<file path="config.mk">
export PLATFORM = sky130hd
export DESIGN_NAME = reg_pipe
export DESIGN_NICKNAME = d
export VERILOG_FILES = /design/src/rtl/reg_pipe.sv
export SDC_FILE = /design/constraint.sdc
export NUM_CORES = 1
export LEC_CHECK = 0
export BUFFER_PORTS_ARGS = -buffer_cell sky130_fd_sc_hd__buf_2
export CAP_MARGIN = 40
export CORE_MARGIN = 8
export CORE_UTILIZATION = 25
export DETAILED_ROUTE_END_ITERATION = 7
export HOLD_SLACK_MARGIN = 0.15
export PLACE_DENSITY = 0.4
export REMOVE_ABC_BUFFERS = 1
export SETUP_SLACK_MARGIN = 0.4
export SKIP_CTS_REPAIR_TIMING = 1
export SLEW_MARGIN = 40
export SYNTH_ARGS = -nofsm -noshare
export SYNTH_HDL_FRONTEND = slang
export SYNTH_SLANG_ARGS = --single-unit
</file>
<file path="constraint.sdc">
create_clock -name clk -period 4.02 [get_ports clk]
set_input_delay 0.402 -clock clk [delete_from_list [all_inputs] [get_ports clk]]
set_output_delay 0.402 -clock clk [all_outputs]
set_load 0.02 [all_outputs]
</file>
<file path="src/rtl/reg_pipe.sv">
// reg_pipe: DEPTH-stage valid/ready register pipeline with bubble collapse, flush and occupancy count.
// Optional macro REG_PIPE_PARITY_EN adds a per-stage parity bit and the out_parity port.
module reg_pipe #(
  parameter int unsigned WIDTH = 8,
  parameter int unsigned DEPTH = 4
) (
  input  logic                       clk,
  input  logic                       rst,
  input  logic                       flush,
  input  logic                       in_valid,
  input  logic [WIDTH-1:0]           in_data,
  output logic                       in_ready,
  output logic                       out_valid,
  output logic [WIDTH-1:0]           out_data,
  input  logic                       out_ready,
  output logic [$clog2(DEPTH+1)-1:0] occupancy
`ifdef REG_PIPE_PARITY_EN
  ,
  output logic                       out_parity
`endif
);

  localparam int unsigned OCC_W = $clog2(DEPTH + 1);
  localparam int unsigned LAST  = DEPTH - 1;

  logic [DEPTH-1:0]            valid_q, valid_d;
  logic [DEPTH-1:0][WIDTH-1:0] data_q, data_d;
  logic [OCC_W-1:0]            occ_q, occ_d;
  logic [DEPTH-1:0]            adv_c;
  logic                        accept_c;
  logic                        emit_c;

  assign emit_c   = valid_q[LAST] && out_ready && !flush;
  assign in_ready = (!valid_q[0] || adv_c[0]) && !flush && !rst;
  assign accept_c = in_valid && in_ready;

  // Advance chain: a stage moves when its successor is empty or itself moving.
  always_comb begin
    logic carry;
    carry       = emit_c;
    adv_c       = '0;
    adv_c[LAST] = carry;
    for (int i = int'(DEPTH) - 2; i >= 0; i--) begin
      carry    = valid_q[i] && (!valid_q[i+1] || carry);
      adv_c[i] = carry;
    end
  end

  always_comb begin
    valid_d = valid_q;
    data_d  = data_q;
    occ_d   = occ_q;
    valid_d[0] = accept_c || (valid_q[0] && !adv_c[0]);
    if (accept_c) begin
      data_d[0] = in_data;
    end
    for (int i = 1; i < int'(DEPTH); i++) begin
      valid_d[i] = adv_c[i-1] || (valid_q[i] && !adv_c[i]);
      if (adv_c[i-1]) begin
        data_d[i] = data_q[i-1];
      end
    end
    if (flush) begin
      valid_d = '0;
      occ_d   = '0;
    end else begin
      occ_d = occ_q + OCC_W'(accept_c) - OCC_W'(emit_c);
    end
  end

  always_ff @(posedge clk) begin
    if (rst) begin
      valid_q <= '0;
      data_q  <= '0;
      occ_q   <= '0;
    end else begin
      valid_q <= valid_d;
      data_q  <= data_d;
      occ_q   <= occ_d;
    end
  end

  assign out_valid = valid_q[LAST];
  assign out_data  = data_q[LAST];
  assign occupancy = occ_q;

`ifdef REG_PIPE_PARITY_EN
  logic [DEPTH-1:0] par_q, par_d;

  // Parity is fixed at acceptance and travels with its word.
  always_comb begin
    par_d = par_q;
    if (accept_c) begin
      par_d[0] = ^in_data;
    end
    for (int i = 1; i < int'(DEPTH); i++) begin
      if (adv_c[i-1]) begin
        par_d[i] = par_q[i-1];
      end
    end
  end

  always_ff @(posedge clk) begin
    if (rst) begin
      par_q <= '0;
    end else begin
      par_q <= par_d;
    end
  end

  assign out_parity = par_q[LAST];
`endif

endmodule

</file>
---- Yosys cells after proc, flatten, opt, wreduce, memory -nomap -nowiden ----
Cells that the tools add are included.
storage, ports and cells
  register bits ........................... 39
  output and inout bits ................... 13
cells by class
  add/sub/neg operators ................... 2
  reduce and logical (&&, ||, !) cells .... 31
operators by type and width
  operator             count
  $logic_and A1 B1 Y1  12
  $logic_not A1 Y1     10
  $logic_or A1 B1 Y1   8
  $add A3 B1 Y3        1
  $sub A3 B1 Y3        1
  $reduce_or A2 Y1     1

---- Depth between registers and ports, before layout ----
  word-level depth ........................ 14
  mapped depth ............................ 12
  depth with buffers taken out ............ 11

---- Least setup slack after synthesis ----
Ideal clock, no wire load.
  kind .................................... input to register
  from .................................... input flush
  to ...................................... register occ_q[2], in the netlist occupancy[2]
  data arrival time ....................... 2.546 ns
  stages on the path ...................... 12
  path slack .............................. 1.345 ns
  path buffers ............................ 1
  library setup time ...................... 0.129 ns
  path through ............................ buf_2 > nor2b_2 > nor3_1 > nor3_1 > nand2_1 > ha_1 > inv_1 > ha_1 > inv_1 > fa_1 > xnor2_1 > nor3_1
between the ends
  longest elaborated chain between the ends .. 14
  elaborated cells on any way between the ends .. 15
  those cells by class .................... 2 x add/sub; 13 x reduce/logical
RTL lines
  what                                  line    source
  from (decl)                           9       input logic flush,
  $logic_not A1 Y1 (*)                  33, 34
  $logic_and A1 B1 Y1                   33      assign emit_c = valid_q[LAST] && out_ready && !flush;
  $logic_or A1 B1 Y1                    44      carry = valid_q[i] && (!valid_q[i+1] || carry);
  $logic_and A1 B1 Y1                   44
  $logic_or A1 B1 Y1                    44
  $logic_and A1 B1 Y1                   44
  $logic_or A1 B1 Y1                    44
  $logic_and A1 B1 Y1                   44
  $logic_or A1 B1 Y1                    34      assign in_ready = (!valid_q[0] || adv_c[0]) && !flush && !rst;
  $logic_and A1 B1 Y1 (*) (2 in a row)  34
  net in_ready                          12      output logic in_ready,
  $logic_and A1 B1 Y1 (*)               35      assign accept_c = in_valid && in_ready;
  $add A3 B1 Y3 (*)                     67      occ_d = occ_q + OCC_W'(accept_c) - OCC_W'(emit_c);
  $sub A3 B1 Y3 (*)                     67
  to (signal assigned)                  75      occ_q <= '0;
  to (signal assigned)                  79      occ_q <= occ_d;
  to (decl)                             28      logic [OCC_W-1:0] occ_q, occ_d;
Mark *: on every way through the listed nets, which the timed path passes. The rest lies on a longest branch.
A chain may end at the register's enable or synchronous reset.

---- Worst setup path after layout ----
  from .................................... register valid_q[3]
  to ...................................... register occ_q[2], in the netlist occupancy[2]
between the ends
  longest elaborated chain between the ends .. 14
  elaborated cells on any way between the ends .. 15
  those cells by class .................... 2 x add/sub; 13 x reduce/logical
RTL lines
  what                              line  source
  from (decl)                       26    logic [DEPTH-1:0] valid_q, valid_d;
  from (signal assigned)            77    valid_q <= valid_d;
  $logic_and A1 B1 Y1 (2 in a row)  33
  $logic_or A1 B1 Y1                44
  $logic_and A1 B1 Y1               44
  $logic_or A1 B1 Y1                44
  $logic_and A1 B1 Y1               44
  $logic_or A1 B1 Y1                44
  $logic_and A1 B1 Y1               44
  $logic_or A1 B1 Y1                34
  $logic_and A1 B1 Y1 (2 in a row)  34
  $logic_and A1 B1 Y1               35
  $add A3 B1 Y3                     67
  $sub A3 B1 Y3 (*)                 67
Every way passes the cells marked *; elsewhere a longest branch is shown, timed or not.

==> metrics.yaml <==
layout:
  area_growth_pct: 13.2
  n_antenna_cell: 0
  register_area_um2: 781
  drive_gt1_share_pct: 21.3
  final_common_cell: "dfxtp_1"
  final_util_pct: 29.5
  multi_input_area_um2: 654
  n_fill_cell: 641
  finalNetCount: 184
  layout_common_cells: "dfxtp_1, nor2_1, mux2i_1, buf_2, nor3_1"
cts:
  cts.path.max_buffers: 2
  cts.sinks: 39
  cts_buffers: 5
  clk_pin_slew_ns: 0.07
  cts-root-buf: "clkbuf_8"
  cts-htree-levels: 2
  cts_tree: "built"
  clock_latency_ns: 0.28
sta:
  hold_viol: 0
  relSlewSlack_pct: 54.2
  tns_ns: 0
  worst_slack_ns: 1.87
  finClkSkew_ns: 0.00638
  grt_setup_unrepaired: "no"
  setup-violations-final: 0
  max_slew.worst_pin.slew_ns: 0.685
  period_minus_slack_ns: 2.15
  period_share_pct: 53.5
  finalMaxSlewViolations: 0
  max_freq_ghz: 0.465
pwr:
  p_leak_nw: 0.795
  power_mw: 0.680
  peakVddDrop_mv: 0.117
  power_density_nw_per_um2: 387
routing:
  avgViaCountPerCell: 4.16
  routed_wirelength_um: 3010
  num_vias: 1016
  ant_nets: 0
  wl_per_cell_um: 12.3
  drtIter0Drc: 34
  drc_errors: 0
  dr.pass1.iters: 3
logic_synthesis:
  yosysTopAreaCell: "dfxtp_1"
  synth_top_area_share_pct: 50.3
  ys_ff_latch: 39
  synth_area_um2: 1550
  syn_area_per_cell_um2: 10.3
  synth_async_sr_flop_share_pct: 0
  syn_inst: 151
  synth_cell_types: 21
  ys.flop_type: "dfxtp_1"
  netlist_top_cells_area: "dfxtp_1, mux2i_1, nor2_1, buf_4, nor3_1"
  ys.warnings.count: 0
  ys_seq_area_share_pct: 50.3
  synth_edf_count: 0
grt:
  grt_pass1_wl_um: 4960
  antenna_found_initial: 0
  grtUsageTotal_pct: 7.28
  gr-total-overflow: 0
  grt_pass1_vias: 1005
  grt_max_degree: 38
run:
  maxCapViolations: 0
critical_path:
  slowest_delay_ns: 0.39
  r2r_setup_slack_ns: 1.87
  r2r_start: "valid_q[3]"
  cp_top_family: "adder cells"
  cp-end-kind: "register"
  cp_slowest_cell: "dfxtp_1"
  worstPathRequired_ns: 4.17
  arrival_ns: 2.30
  cp_common_cell: "nor3_1"
  cp_num_cells: 11
  r2r_cells: 11
  crit_chain: "nand2_2, nor3_1, nor3_1, nand2_1, ha_1, inv_1, ha_1, inv_1, fa_1, xnor2_1, nor3_1"
  cp-start-kind: "register"
  critPathBufInv: 2
  r2r_end: "occupancy[2]"
  crit_fanout: 6
  timing_worst_setup_path_type: "register to register"
die:
  io_pins: 26
  initial_core_util_pct: 26.1
  dieArea_um2: 8990
  die_x_um: 94.8
  die_y_um: 94.8
  coreArea_um2: 5960
  rows: 28
placed_design:
  dpl.hpwl_um: 2110
  routabilityCongestion: 0.723
  place_ws_ns: 1.57
  portBuffers: 25
worst_hold_path:
  hold_start: "in_data[2]"
  hold_end: "data_q[2]"
  min_path_cells: 3
  hp-class: "primary input to register"
run_status:
  status: "finished clean"
## final cells by class
| class | count | share of cell area, % |
|---|---|---|
| clock inverters | 1 | 0.285 |
| clock buffers | 7 | 4.34 |
| repair buffers | 25 | 7.12 |
| inverters | 6 | 1.28 |
| well taps | 75 | 5.34 |
| flip-flops and latches | 39 | 44.4 |
| multi-input cells | 91 | 37.2 |
## synth_stat cells, types with 2 or more instances
cell type  instances
dfxtp_1           39
nor2_1            34
inv_1              6
o21a_1             4
nand2_1            2
buf_4             10
clkbuf_1           4
ha_1               2
mux2i_1           32
nor3_1             7
## state kept, by name (all words and copies together), names as in the netlist
| name | cells |
|---|---|
| valid_q | 4 |
| out_data | 8 |
| data_q | 24 |
| occupancy | 3 |
## where the power goes
group / total, mW / internal [mW] / switching (mW)
Combinational: 0.0371 / 0.0152 / 0.0219
Clock: 0.248 / 0.122 / 0.126
Sequential: 0.395 / 0.392 / 0.00311
Total: 0.680 / 0.529 / 0.151
## metrics by stage
| step | area (um2) | hold slack, ns | std cells |
|---|---|---|---|
| 2_1_floorplan | 1460 | 0.460 | 136 |
| 3_3_place_gp | 1680 | 0.473 | 236 |
| 3_5_place_dp | 1680 | 0.479 | 236 |
| 4_1_cts | 1760 | 0.343 | 244 |
| 5_1_grt | 1760 | 0.336 | 244 |
| 6_report | 1760 | 0.352 | 244 |
## worst max-delay path by stage
| stage | startpoint | to | slack, ns |
|---|---|---|---|
| global placement | out_ready | occupancy[2] | 1.65 |
| global route | valid_q[3] | occupancy[2] | 1.67 |
| floorplan | out_ready | occupancy[2] | 1.49 |
| finish | valid_q[3] | occupancy[2] | 1.87 |
| CTS | valid_q[3] | occupancy[2] | 1.85 |
| detailed placement | out_ready | occupancy[2] | 1.57 |
## worst register-to-register path, delay by kind of cell (launching register included)
kind          cells  cell delay, ns
flops             1            0.39
simple gates      5            0.63
xor+xnor          1            0.16
fa+ha+maj         3            0.74
buf+inv           2            0.11
## routing by layer
layer,part of all wire [%],vias up,track usage [%]
met3,7.4,6,3.89
met5,0,-,0
met2,46,19,11.4
met4,1.9,0,3.51
li1,-,524,-
met1,45,467,7.90
## cell families (layout without fill, tap and decap cells)
family | Yosys count | count (layout) | synth area share [%]
compound gates | 8 | 8 | 5.16
xor+xnor | 2 | 2 | 1.13
fa+ha+maj | 3 | 3 | 2.90
buf+inv | 21 | 39 | 7.57
flops | 39 | 39 | 50.3
mux | 32 | 32 | 20.6
simple gates | 46 | 46 | 12.3
Power figures use the tool's default switching activity.
